`src/rtl/id_pkg.sv`:
```
// Shared decode definitions for the ID stage: opcodes, control-bundle layout,
// immediate formats and the per-opcode control words.
package id_pkg;

  localparam logic [6:0] OP_R      = 7'h33;
  localparam logic [6:0] OP_I_ALU  = 7'h13;
  localparam logic [6:0] OP_LOAD   = 7'h03;
  localparam logic [6:0] OP_STORE  = 7'h23;
  localparam logic [6:0] OP_BRANCH = 7'h63;
  localparam logic [6:0] OP_JAL    = 7'h6F;
  localparam logic [6:0] OP_JALR   = 7'h67;
  localparam logic [6:0] OP_LUI    = 7'h37;
  localparam logic [6:0] OP_AUIPC  = 7'h17;

  // Control bundle bit positions; alu_op occupies two bits starting at CTL_ALU_OP_LO.
  localparam int CTL_W          = 13;
  localparam int CTL_ALU_SRC    = 0;
  localparam int CTL_MEM_TO_REG = 1;
  localparam int CTL_REG_WRITE  = 2;
  localparam int CTL_MEM_READ   = 3;
  localparam int CTL_MEM_WRITE  = 4;
  localparam int CTL_BRANCH     = 5;
  localparam int CTL_ALU_OP_LO  = 6;
  localparam int CTL_JAL        = 8;
  localparam int CTL_JALR       = 9;
  localparam int CTL_LUI        = 10;
  localparam int CTL_AUIPC      = 11;
  localparam int CTL_ILLEGAL    = 12;

  typedef enum logic [2:0] {
    IMM_I, IMM_S, IMM_B, IMM_J, IMM_U, IMM_NONE
  } imm_fmt_e;

  localparam logic [CTL_W-1:0] B_ONE  = CTL_W'(1);
  localparam logic [CTL_W-1:0] B_SRC  = B_ONE << CTL_ALU_SRC;
  localparam logic [CTL_W-1:0] B_M2R  = B_ONE << CTL_MEM_TO_REG;
  localparam logic [CTL_W-1:0] B_RW   = B_ONE << CTL_REG_WRITE;
  localparam logic [CTL_W-1:0] B_MR   = B_ONE << CTL_MEM_READ;
  localparam logic [CTL_W-1:0] B_MW   = B_ONE << CTL_MEM_WRITE;
  localparam logic [CTL_W-1:0] B_BR   = B_ONE << CTL_BRANCH;
  localparam logic [CTL_W-1:0] B_AOP1 = CTL_W'(2'b01) << CTL_ALU_OP_LO;
  localparam logic [CTL_W-1:0] B_AOP2 = CTL_W'(2'b10) << CTL_ALU_OP_LO;
  localparam logic [CTL_W-1:0] B_AOP3 = CTL_W'(2'b11) << CTL_ALU_OP_LO;

  localparam logic [CTL_W-1:0] CTL_R_TYPE = B_RW | B_AOP2;
  localparam logic [CTL_W-1:0] CTL_I_ALU  = B_SRC | B_RW | B_AOP3;
  localparam logic [CTL_W-1:0] CTL_LOADW  = B_SRC | B_M2R | B_RW | B_MR;
  localparam logic [CTL_W-1:0] CTL_STOREW = B_SRC | B_MW;
  localparam logic [CTL_W-1:0] CTL_BRW    = B_BR | B_AOP1;
  localparam logic [CTL_W-1:0] CTL_JALW   = B_RW | B_BR | (B_ONE << CTL_JAL);
  localparam logic [CTL_W-1:0] CTL_JALRW  = B_SRC | B_RW | B_BR | (B_ONE << CTL_JALR) | B_AOP3;
  localparam logic [CTL_W-1:0] CTL_LUIW   = B_SRC | B_RW | (B_ONE << CTL_LUI);
  localparam logic [CTL_W-1:0] CTL_AUIPCW = B_SRC | B_RW | (B_ONE << CTL_AUIPC);
  localparam logic [CTL_W-1:0] CTL_ILLW   = B_ONE << CTL_ILLEGAL;

endpackage

```
`src/rtl/id_regfile.sv`:
```
// Integer register file: x0 hardwired to zero, async clear, two read ports
// that forward same-cycle write-back data.
module id_regfile #(
  parameter int XLEN = 32,
  parameter int NREG = 32,
  parameter int AW   = $clog2(NREG)
) (
  input  logic            clk,
  input  logic            reset,
  input  logic            we,
  input  logic [AW-1:0]   wa,
  input  logic [XLEN-1:0] wd,
  input  logic [AW-1:0]   ra1,
  input  logic [AW-1:0]   ra2,
  output logic [XLEN-1:0] rd1,
  output logic [XLEN-1:0] rd2
);

  logic [XLEN-1:0] regs [NREG];

  always_ff @(posedge clk or posedge reset) begin
    if (reset) begin
      for (int i = 0; i < NREG; i++) regs[i] <= '0;
    end else if (we && wa != '0) begin
      regs[wa] <= wd;
    end
  end

  // Bypass so an instruction decoded in the write-back cycle sees the new value.
  always_comb begin
    rd1 = '0;
    rd2 = '0;
    if (ra1 != '0) rd1 = (we && wa == ra1) ? wd : regs[ra1];
    if (ra2 != '0) rd2 = (we && wa == ra2) ? wd : regs[ra2];
  end

endmodule

```
`src/rtl/id_stage_pipe.sv`:
```
// Instruction-decode stage: register read, control/immediate decode,
// load-use stall and the ID/EX pipeline register.
module id_stage_pipe
  import id_pkg::*;
#(
  parameter int XLEN  = 32,
  parameter int NREG  = 32,
  parameter int CNT_W = 16,
  parameter int AW    = $clog2(NREG)
) (
  input  logic             clk,
  input  logic             reset,
  input  logic             if_valid,
  output logic             if_ready,
  input  logic [XLEN-1:0]  if_pc,
  input  logic [31:0]      if_instr,
  input  logic             flush,
  input  logic             wb_we,
  input  logic [AW-1:0]    wb_rd,
  input  logic [XLEN-1:0]  wb_data,
  input  logic             ex_ready,
  output logic             ex_valid,
  output logic [XLEN-1:0]  ex_pc,
  output logic [XLEN-1:0]  ex_rs1_data,
  output logic [XLEN-1:0]  ex_rs2_data,
  output logic [XLEN-1:0]  ex_imm,
  output logic [AW-1:0]    ex_rd,
  output logic [AW-1:0]    ex_rs1,
  output logic [AW-1:0]    ex_rs2,
  output logic [2:0]       ex_funct3,
  output logic [6:0]       ex_funct7,
  output logic [CTL_W-1:0] ex_ctl,
  output logic [CNT_W-1:0] perf_bubbles
);

  logic [6:0]        opcode;
  logic [AW-1:0]     rd, rs1, rs2;
  logic [XLEN-1:0]   rs1_data, rs2_data, imm;
  logic [CTL_W-1:0]  ctl;
  imm_fmt_e          imm_fmt;
  logic              uses_rs1, uses_rs2;
  logic signed [31:0] imm32;
  logic              hazard, advance;

  assign opcode = if_instr[6:0];
  assign rd     = AW'(if_instr[11:7]);
  assign rs1    = AW'(if_instr[19:15]);
  assign rs2    = AW'(if_instr[24:20]);

  id_regfile #(.XLEN(XLEN), .NREG(NREG), .AW(AW)) u_regfile (
    .clk   (clk),
    .reset (reset),
    .we    (wb_we),
    .wa    (wb_rd),
    .wd    (wb_data),
    .ra1   (rs1),
    .ra2   (rs2),
    .rd1   (rs1_data),
    .rd2   (rs2_data)
  );

  always_comb begin
    ctl      = CTL_ILLW;
    imm_fmt  = IMM_NONE;
    uses_rs1 = 1'b1;
    uses_rs2 = 1'b0;
    case (opcode)
      OP_R:      begin ctl = CTL_R_TYPE; uses_rs2 = 1'b1; end
      OP_I_ALU:  begin ctl = CTL_I_ALU;  imm_fmt = IMM_I; end
      OP_LOAD:   begin ctl = CTL_LOADW;  imm_fmt = IMM_I; end
      OP_STORE:  begin ctl = CTL_STOREW; imm_fmt = IMM_S; uses_rs2 = 1'b1; end
      OP_BRANCH: begin ctl = CTL_BRW;    imm_fmt = IMM_B; uses_rs2 = 1'b1; end
      OP_JAL:    begin ctl = CTL_JALW;   imm_fmt = IMM_J; uses_rs1 = 1'b0; end
      OP_JALR:   begin ctl = CTL_JALRW;  imm_fmt = IMM_I; end
      OP_LUI:    begin ctl = CTL_LUIW;   imm_fmt = IMM_U; uses_rs1 = 1'b0; end
      OP_AUIPC:  begin ctl = CTL_AUIPCW; imm_fmt = IMM_U; uses_rs1 = 1'b0; end
      default:   ;
    endcase
  end

  // Immediates are assembled as signed 32-bit, then sign-extended to XLEN.
  always_comb begin
    imm32 = '0;
    case (imm_fmt)
      IMM_I: imm32 = {{20{if_instr[31]}}, if_instr[31:20]};
      IMM_S: imm32 = {{20{if_instr[31]}}, if_instr[31:25], if_instr[11:7]};
      IMM_B: imm32 = {{19{if_instr[31]}}, if_instr[31], if_instr[7],
                      if_instr[30:25], if_instr[11:8], 1'b0};
      IMM_J: imm32 = {{11{if_instr[31]}}, if_instr[31], if_instr[19:12],
                      if_instr[20], if_instr[30:21], 1'b0};
      IMM_U: imm32 = {if_instr[31:12], 12'b0};
      default: imm32 = '0;
    endcase
  end
  assign imm = XLEN'(imm32);

  // Handshake: IF->ID transfers when if_valid & if_ready; ID->EX transfers when
  // ex_valid & ex_ready. The entry advances if EX takes it or the slot is empty;
  // a load-use hazard holds IF for one bubble, and flush always drains IF.
  assign hazard = if_valid & ex_valid & ex_ctl[CTL_MEM_READ] & (ex_rd != '0) &
                  ((uses_rs1 & (ex_rd == rs1)) | (uses_rs2 & (ex_rd == rs2)));
  assign advance  = ex_ready | ~ex_valid;
  assign if_ready = flush | (advance & ~hazard);

  always_ff @(posedge clk or posedge reset) begin
    if (reset) begin
      ex_valid     <= 1'b0;
      ex_pc        <= '0;
      ex_rs1_data  <= '0;
      ex_rs2_data  <= '0;
      ex_imm       <= '0;
      ex_rd        <= '0;
      ex_rs1       <= '0;
      ex_rs2       <= '0;
      ex_funct3    <= '0;
      ex_funct7    <= '0;
      ex_ctl       <= '0;
      perf_bubbles <= '0;
    end else if (flush) begin
      ex_valid <= 1'b0;
      ex_ctl   <= '0;
    end else if (advance) begin
      if (hazard) begin
        ex_valid <= 1'b0;
        ex_ctl   <= '0;
        if (perf_bubbles != '1) perf_bubbles <= perf_bubbles + 1'b1;
      end else begin
        ex_valid    <= if_valid;
        ex_ctl      <= if_valid ? ctl : '0;
        ex_pc       <= if_pc;
        ex_rs1_data <= rs1_data;
        ex_rs2_data <= rs2_data;
        ex_imm      <= imm;
        ex_rd       <= rd;
        ex_rs1      <= rs1;
        ex_rs2      <= rs2;
        ex_funct3   <= if_instr[14:12];
        ex_funct7   <= if_instr[31:25];
      end
    end
  end

endmodule

```
`config.mk`:
```
export PLATFORM = sky130hd
export DESIGN_NAME = id_stage_pipe
export DESIGN_NICKNAME = d
export VERILOG_FILES = /design/src/rtl/id_pkg.sv /design/src/rtl/id_regfile.sv /design/src/rtl/id_stage_pipe.sv
export SDC_FILE = /design/constraint.sdc
export NUM_CORES = 2
export LEC_CHECK = 0
export ABC_AREA = 0
export BUFFER_PORTS_ARGS = -buffer_cell sky130_fd_sc_hd__buf_4
export CORE_UTILIZATION = 40
export DETAILED_ROUTE_END_ITERATION = 12
export GPL_TIMING_DRIVEN = 0
export PLACE_DENSITY = 0.66
export SETUP_SLACK_MARGIN = 0.02
export SLEW_MARGIN = 20
export SYNTH_ARGS = -nofsm -noshare
export SYNTH_HDL_FRONTEND = slang
export SYNTH_SLANG_ARGS = --single-unit
```
`constraint.sdc`:
```
create_clock -name clk -period 39.5 [get_ports clk]
set_input_delay 0 -clock clk [delete_from_list [all_inputs] [get_ports clk]]
set_output_delay 0 -clock clk [all_outputs]
set_load 0.03 [all_outputs]
```
# After elaboration in Yosys (flattened, before gate mapping)
# Index checks and enable logic that the tools add are counted.
[op_classes] mux=25 reduce_logical=16 order_cmp=4 n_addsub=1 bitwise_logic=16 n_eq_ne=18
[ops] cell="$bwmux W1024" count=1
[ops] cell="$bmux W32 S5" count=2
[ops] cell="$mux W32" count=9
[ops] cell="$demux W32 S5" count=1
[ops] cell="$pmux W32 S5" count=1
[ops] cell="$pmux W13 S9" count=1
[ops] cell="$mux W13" count=4
[ops] cell="$eq A7 B6 Y1 const B" count=3
[ops] cell="$eq A7 B7 Y1 const B" count=3
[ops] cell="$eq A5 B5 Y1" count=4
[ops] cell="$reduce_bool A5 Y1" count=4
[ops] cell="$ge A6 B6 Y1 const B" count=3
[ops] cell="$not A5 Y6" count=3
[ops] cell="$add A16 B1 Y16 const B" count=1
[ops] cell="$ne A16 B16 Y1 const B" count=1
[ops] cell="$pmux W3 S5" count=1
[ops] cell="$eq A7 B5 Y1 const B" count=2
[ops] cell="$reduce_or A3 Y1" count=3
[ops] cell="$and A1 B1 Y1" count=7
[ops] cell="$eq A7 B2 Y1 const B" count=1
[ops] cell="$eq A3 B2 Y1 const B" count=2
[ops] cell="$lt A6 B1 Y1 const B" count=1
[ops] cell="$mux W1" count=5
[ops] cell="$logic_and A1 B1 Y1" count=4
[ops] cell="9 further kinds" count=13
[totals] in_bits=107 out_inout_bits=184 wordCells=124 reg_bits=1207

# Longest topological paths before layout
[depth] depth_word=9 mapped_depth=11 ltp_nobuf=6

# By module
# From an unflattened synthesis, not the netlist that was laid out.
[hier_totals] hier_cells=4403 hier_area_um2=63055.5
[by_module_without_submodules] module="id_regfile" instances=1 seq_area_each_um2=25624.6 cells_each=3850 area_each_um2=55127.9
[by_module_without_submodules] module="id_stage_pipe" instances=1 seq_area_each_um2=4554.4 cells_each=553 area_each_um2=7927.6

# Least setup slack after synthesis
# Ideal clock, no wire load.
[synth_timing] kind="reg2reg" from="register ex_rd[1]" to="register ex_rs1_data[0]" slack_ps=36893 stages_incl_launch_ff=9 t_required_ps=39374 setup_ps=126 period_less_slack_ps=2607 arrival_ps=2481 path_buffers=3 cell_sequence="dfrtp_1 > or4_1 > o2111ai_2 > nor3_2 > or3_1 > buf_2 > buf_6 > buf_6 > a221o_1"
[synth_between] elab_chain_cells=6 word_cells_on_any_way=10 classes_between="eq/ne: 2; bitwise: 6; reduce/logical: 2"
[synth_rtl] element="from (decl)" line_no="id_stage_pipe.sv:27" rtl="output logic [AW-1:0] ex_rd,"
[synth_rtl] element="from (signal assigned)" line_no="id_stage_pipe.sv:134" rtl="ex_rd <= rd;"
[synth_rtl] element="$eq A5 B5 Y1" line_no="id_stage_pipe.sv:101" rtl="((uses_rs1 & (ex_rd == rs1)) | (uses_rs2 & (ex_rd == rs2)));"
[synth_rtl] element="$and A1 B1 Y1" line_no="id_stage_pipe.sv:101"
[synth_rtl] element="$or A1 B1 Y1" line_no="id_stage_pipe.sv:101"
[synth_rtl] element="$and A1 B1 Y1 *" line_no="id_stage_pipe.sv:100" rtl="assign hazard = if_valid & ex_valid & ex_ctl[CTL_MEM_READ] & (ex_rd != '0) &"
[synth_rtl] element="$not A1 Y1 (no line) *"
[synth_rtl] element="$reduce_and A3 Y1 (no line) *"
[synth_rtl] element="to (signal assigned)" line_no="id_stage_pipe.sv:131" rtl="ex_rs1_data <= rs1_data;"
[synth_rtl] element="to (decl)" line_no="id_stage_pipe.sv:24" rtl="output logic [XLEN-1:0] ex_rs1_data,"
# Every way passes the cells marked *; elsewhere a longest branch is shown, timed or not.
# A chain may end at the register's enable or synchronous reset.

# Final worst setup path
[layout_timing] from="input if_instr[15]" to="register ex_rs1_data[2]"
[layout_between] elab_chain_cells=6 word_cells_on_any_way=15 classes_between="eq/ne: 2; mux: 5; bitwise: 5; reduce/logical: 3"
[layout_rtl] element="from (decl)" line_no="id_stage_pipe.sv:16" rtl="input logic [31:0] if_instr,"
[layout_rtl] element="$not A5 Y6 (implied by the code) or $eq A5 B5 Y1 (tied branches)" line_no="id_regfile.sv:33, id_stage_pipe.sv:101"
[layout_rtl] element="$bmux W32 S5 or $and A1 B1 Y1 (tied branches)" line_no="id_regfile.sv:33, id_stage_pipe.sv:101"
[layout_rtl] element="$mux W32 (implied by the code) or $or A1 B1 Y1 (tied branches)" line_no="id_regfile.sv:33, id_stage_pipe.sv:101"
[layout_rtl] element="$mux W32 (implied by the code) or $and A1 B1 Y1 (tied branches)" line_no="id_regfile.sv:33, id_stage_pipe.sv:100"
[layout_rtl] element="$mux W32 or $not A1 Y1 (tied branches)"
[layout_rtl] element="$mux W32 or $reduce_and A3 Y1 (tied branches)"
# Several ways; a longest one is shown, not always the timed one. The select of a mux whose other input is x is not followed.

==> results.yml <==
critical_path:
  worst_setup_path_end_kind: "flop"
  worst_case_register_to_register_setup_slack_ns: 35.94
  crit_fanout: 10
  worstSetupStartpoint: "if_instr[15]"
  regToRegStartpoint: "ex_rd[2]"
  cp.required_ns: 40.15
  worst_setup_path_endpoint: "ex_rs1_data[2]"
  critPathLaunchType: "primary input"
  worst-r2r-cell-count: 8
  worst-endpoint-arrival_ns: 4.56
  timing.rr.end: "ex_rs2_data[1]"
  crit_type: "in2reg"
sta:
  slew_viol_final: 0
  setup_slack_ns: 35.60
  final_min_period_over_clock_period_pct: 9.881
  tightestPinTransition_ns: 1.336
  setup-violations-final: 0
  grt_setup_unrepaired: "false"
  finalHoldViolations: 0
  final.min_clock_period_ns: 3.903
  worst_clock_skew_ns: 0.03662
  tns_ns: 0
  fmaxAchievable_ghz: 0.2562
  max-slew-margin-rel_pct: 10.91
logic_synthesis:
  synthFlopType: "dfrtp_1"
  synth_cell_types: 62
  synth_sequential_area_ratio_pct: 48.59
  synth.ff_latch_count: 1206
  postSynth.asyncResetShare_pct: 100.0
  synthDominantCellAreaShare_pct: 48.59
  synth_top_area_cell: "dfrtp_1"
  warnings_synthesis: 0
  post_syn_area_per_cell_um2: 13.92
  ys_top_cells_by_count: "dfrtp_1, mux2_2, mux4_2"
  dominant_cell_by_count_in_the_synthesized_netlist: "dfrtp_1"
  syn-num-nets: 4570
  ys_top_cells_by_area: "dfrtp_1, mux2_2, mux4_2"
  count_of_flip_flops_with_a_built_in_enable_after_synthesis: 0
  postSynthCellCount: 4462
  synthesis.area_um2: 62110
clocking:
  cts.repair_timing.setup_buffer_count: 0
  cts-root-buf: "clkbuf_16"
  clock_insertion_delay_worst_skew_ns: 0.80
  cts_inserted_buffers: 138
  clock_tree.buffer_depth: 3
  htree_num_levels: 4
  clkTransAtPathRegs_ns: 0.06
  cts.sink_count: 1206
  tritoncts: "yes"
global_routing:
  gr-usage-all-layers_pct: 33.07
  via_count_of_the_first_global_routing_pass: 46530
  antenna_found_initial: 11
  grt_max_degree: 103
  grt_first_pass_wirelength_mm: 362.3
  grt-ovfl-total: 0
place:
  gp_congestion: 1.018
  placement.io_buffers: 275
  dp_hpwl_mm: 189.0
  place_ws_ns: 35.07
run:
  max_cap_violations: 0
floorplan:
  initial_core_util_pct: 40.32
  rows: 144
  dieWidth_um: 396.0
  chipHeight_um: 396.0
  boundaryPins: 291
  dieArea_um2: 156800
  design.core.area_um2: 154000
routing:
  drt-initial-drc-count: 5929
  routed_wl_mm: 261.4
  via_per_inst: 6.497
  first_pass_iters: 6
  drc: 0
  vias_post_dr: 46740
  wl_per_cell_um: 36.33
  detail-route-antenna-nets: 0
hold_path:
  hold_path_class: "in2reg"
finish:
  finish.net_count: 5150
  synthToLayoutAreaGrowth_pct: 17.96
  post_route_cells_drive_above_1_share_pct: 42.01
power:
  power.static_leakage_nw: 32.46
  pwr_density_cell_nw_per_um2: 51.40
  power.ir.vdd_worst_mv: 0.04436
run_status:
  status: "complete, no violations"
-- critical path, stage by stage --
cell      delay [ns]
buf_2           0.46
buf_2           0.67
buf_2           0.74
buf_2           0.53
buf_4           0.52
mux2i_1         0.24
o221ai_1        0.18
a221oi_1        0.71
nor3_1          0.16
a221o_1         0.29
-- state kept, by name, indices dropped and copies added (netlist names) --
name	flops
perf_bubbles	16
ex_funct3	3
ex_rs2	5
ex_rd	5
ex_valid	1
u_regfile.regs	1024
ex_pc	32
ex_rs1	5
ex_rs1_data	32
ex_rs2_data	32
ex_funct7	7
ex_imm	32
ex_ctl	12
-- stage by stage --
step / hold WS (ns) / cell area [µm²] / total power [mW] / cells / utilization, %
2_1_floorplan: 0.1054 / 62110 / 2.139 / 4462 / -
3_3_place_gp: 0.2007 / 66730 / 2.416 / 6781 / 43.32
3_5_place_dp: 0.1008 / 67280 / 2.445 / 6801 / 43.68
4_1_cts: 0.002458 / 73210 / 3.747 / 7184 / 47.52
5_1_grt: 0.04013 / 73240 / 3.876 / 7186 / 47.54
6_report: 0.03675 / 73260 / 3.766 / 7194 / 47.56
-- layout make-up --
| class | count | area [µm²] |
|---|---|---|
| Sequential cell | 1206 | 30180 |
| Inverter | 7 | 33.78 |
| Timing Repair Buffer | 440 | 4000 |
| Clock buffer | 205 | 4101 |
| Multi-Input combinational cell | 2766 | 29910 |
| Fill cell | 13470 | 80790 |
| Clock inverter | 35 | 392.9 |
| Tap cell | 2044 | 2557 |
| Antenna cell | 8 | 20.02 |
| Buffer | 483 | 2066 |
-- cells in the final DEF, fill, tap and decap left out, types with 29 or more instances in the layout --
cell / netlist / final
a211o_1: 34 / 34
a21oi_1: 72 / 72
a221o_1: 56 / 56
a221oi_1: 51 / 51
buf_1: 63 / 49
buf_2: 94 / 107
buf_4: 10 / 287
clkbuf_1: 311 / 310
clkbuf_16: 0 / 143
clkbuf_2: 0 / 35
clkbuf_8: 0 / 29
dfrtp_1: 1206 / 1206
dlygate4sd3_1: 0 / 143
mux2_2: 1092 / 1092
mux2i_1: 281 / 281
mux4_2: 387 / 387
nand2_1: 276 / 276
nor2_1: 65 / 63
nor3_1: 64 / 62
o21ai_0: 38 / 38
o221ai_1: 48 / 48
o22ai_1: 65 / 65
-- logic make-up (layout without fill, tap and decap cells) --
group,after synthesis,in the layout,synth area share (%)
AO/OA/AOI/OAI,466,466,5.661
adder cells (fa/ha/maj),1,1,0.02014
AND/OR/NAND/NOR,504,504,3.600
XOR/XNOR,35,35,0.4936
flip-flops,1206,1206,48.59
buffers and inverters,490,1170,3.272
other,0,8,0
multiplexers,1760,1760,38.36
-- power by group --
group          leakage, nW  internal (mW)  switching, mW  total, mW
Combinational         14.8          0.418          0.413      0.831
Sequential            15.5           1.46          0.175       1.63
Clock                 2.21          0.756          0.548       1.30
-- worst min-delay path by stage --
stage	start	to	slack (ns)	depth (start not counted)
6_report	if_instr[21]	ex_rs2_data[30]	0.04	6
5_1_grt	if_instr[21]	ex_rs2_data[30]	0.04	6
4_1_cts	if_instr[21]	ex_rs2_data[30]	0.002	6
3_5_place_dp	reset	ex_imm[22]	0.10	2
3_3_place_gp	if_pc[26]	ex_pc[26]	0.20	3
2_1_floorplan	if_instr[12]	ex_funct3[0]	0.11	2
-- repair_timing --
item / CTS / global route
endpoints found under the hold margin: 883 / 0
resized for setup: 0 / 0
hold buffers: 143 / 0
-- routing by layer --
metal | up-vias | track usage (%) | wire (µm)
met1 | 24710 | 42.01 | 98190
li1 | 18150 | - | -
met2 | 3119 | 48.03 | 112300
met3 | 747 | 11.15 | 30970
met4 | 4 | 21.60 | 19830
met5 | - | 0 | 26
Note: power is estimated with default switching activity, not from simulation.
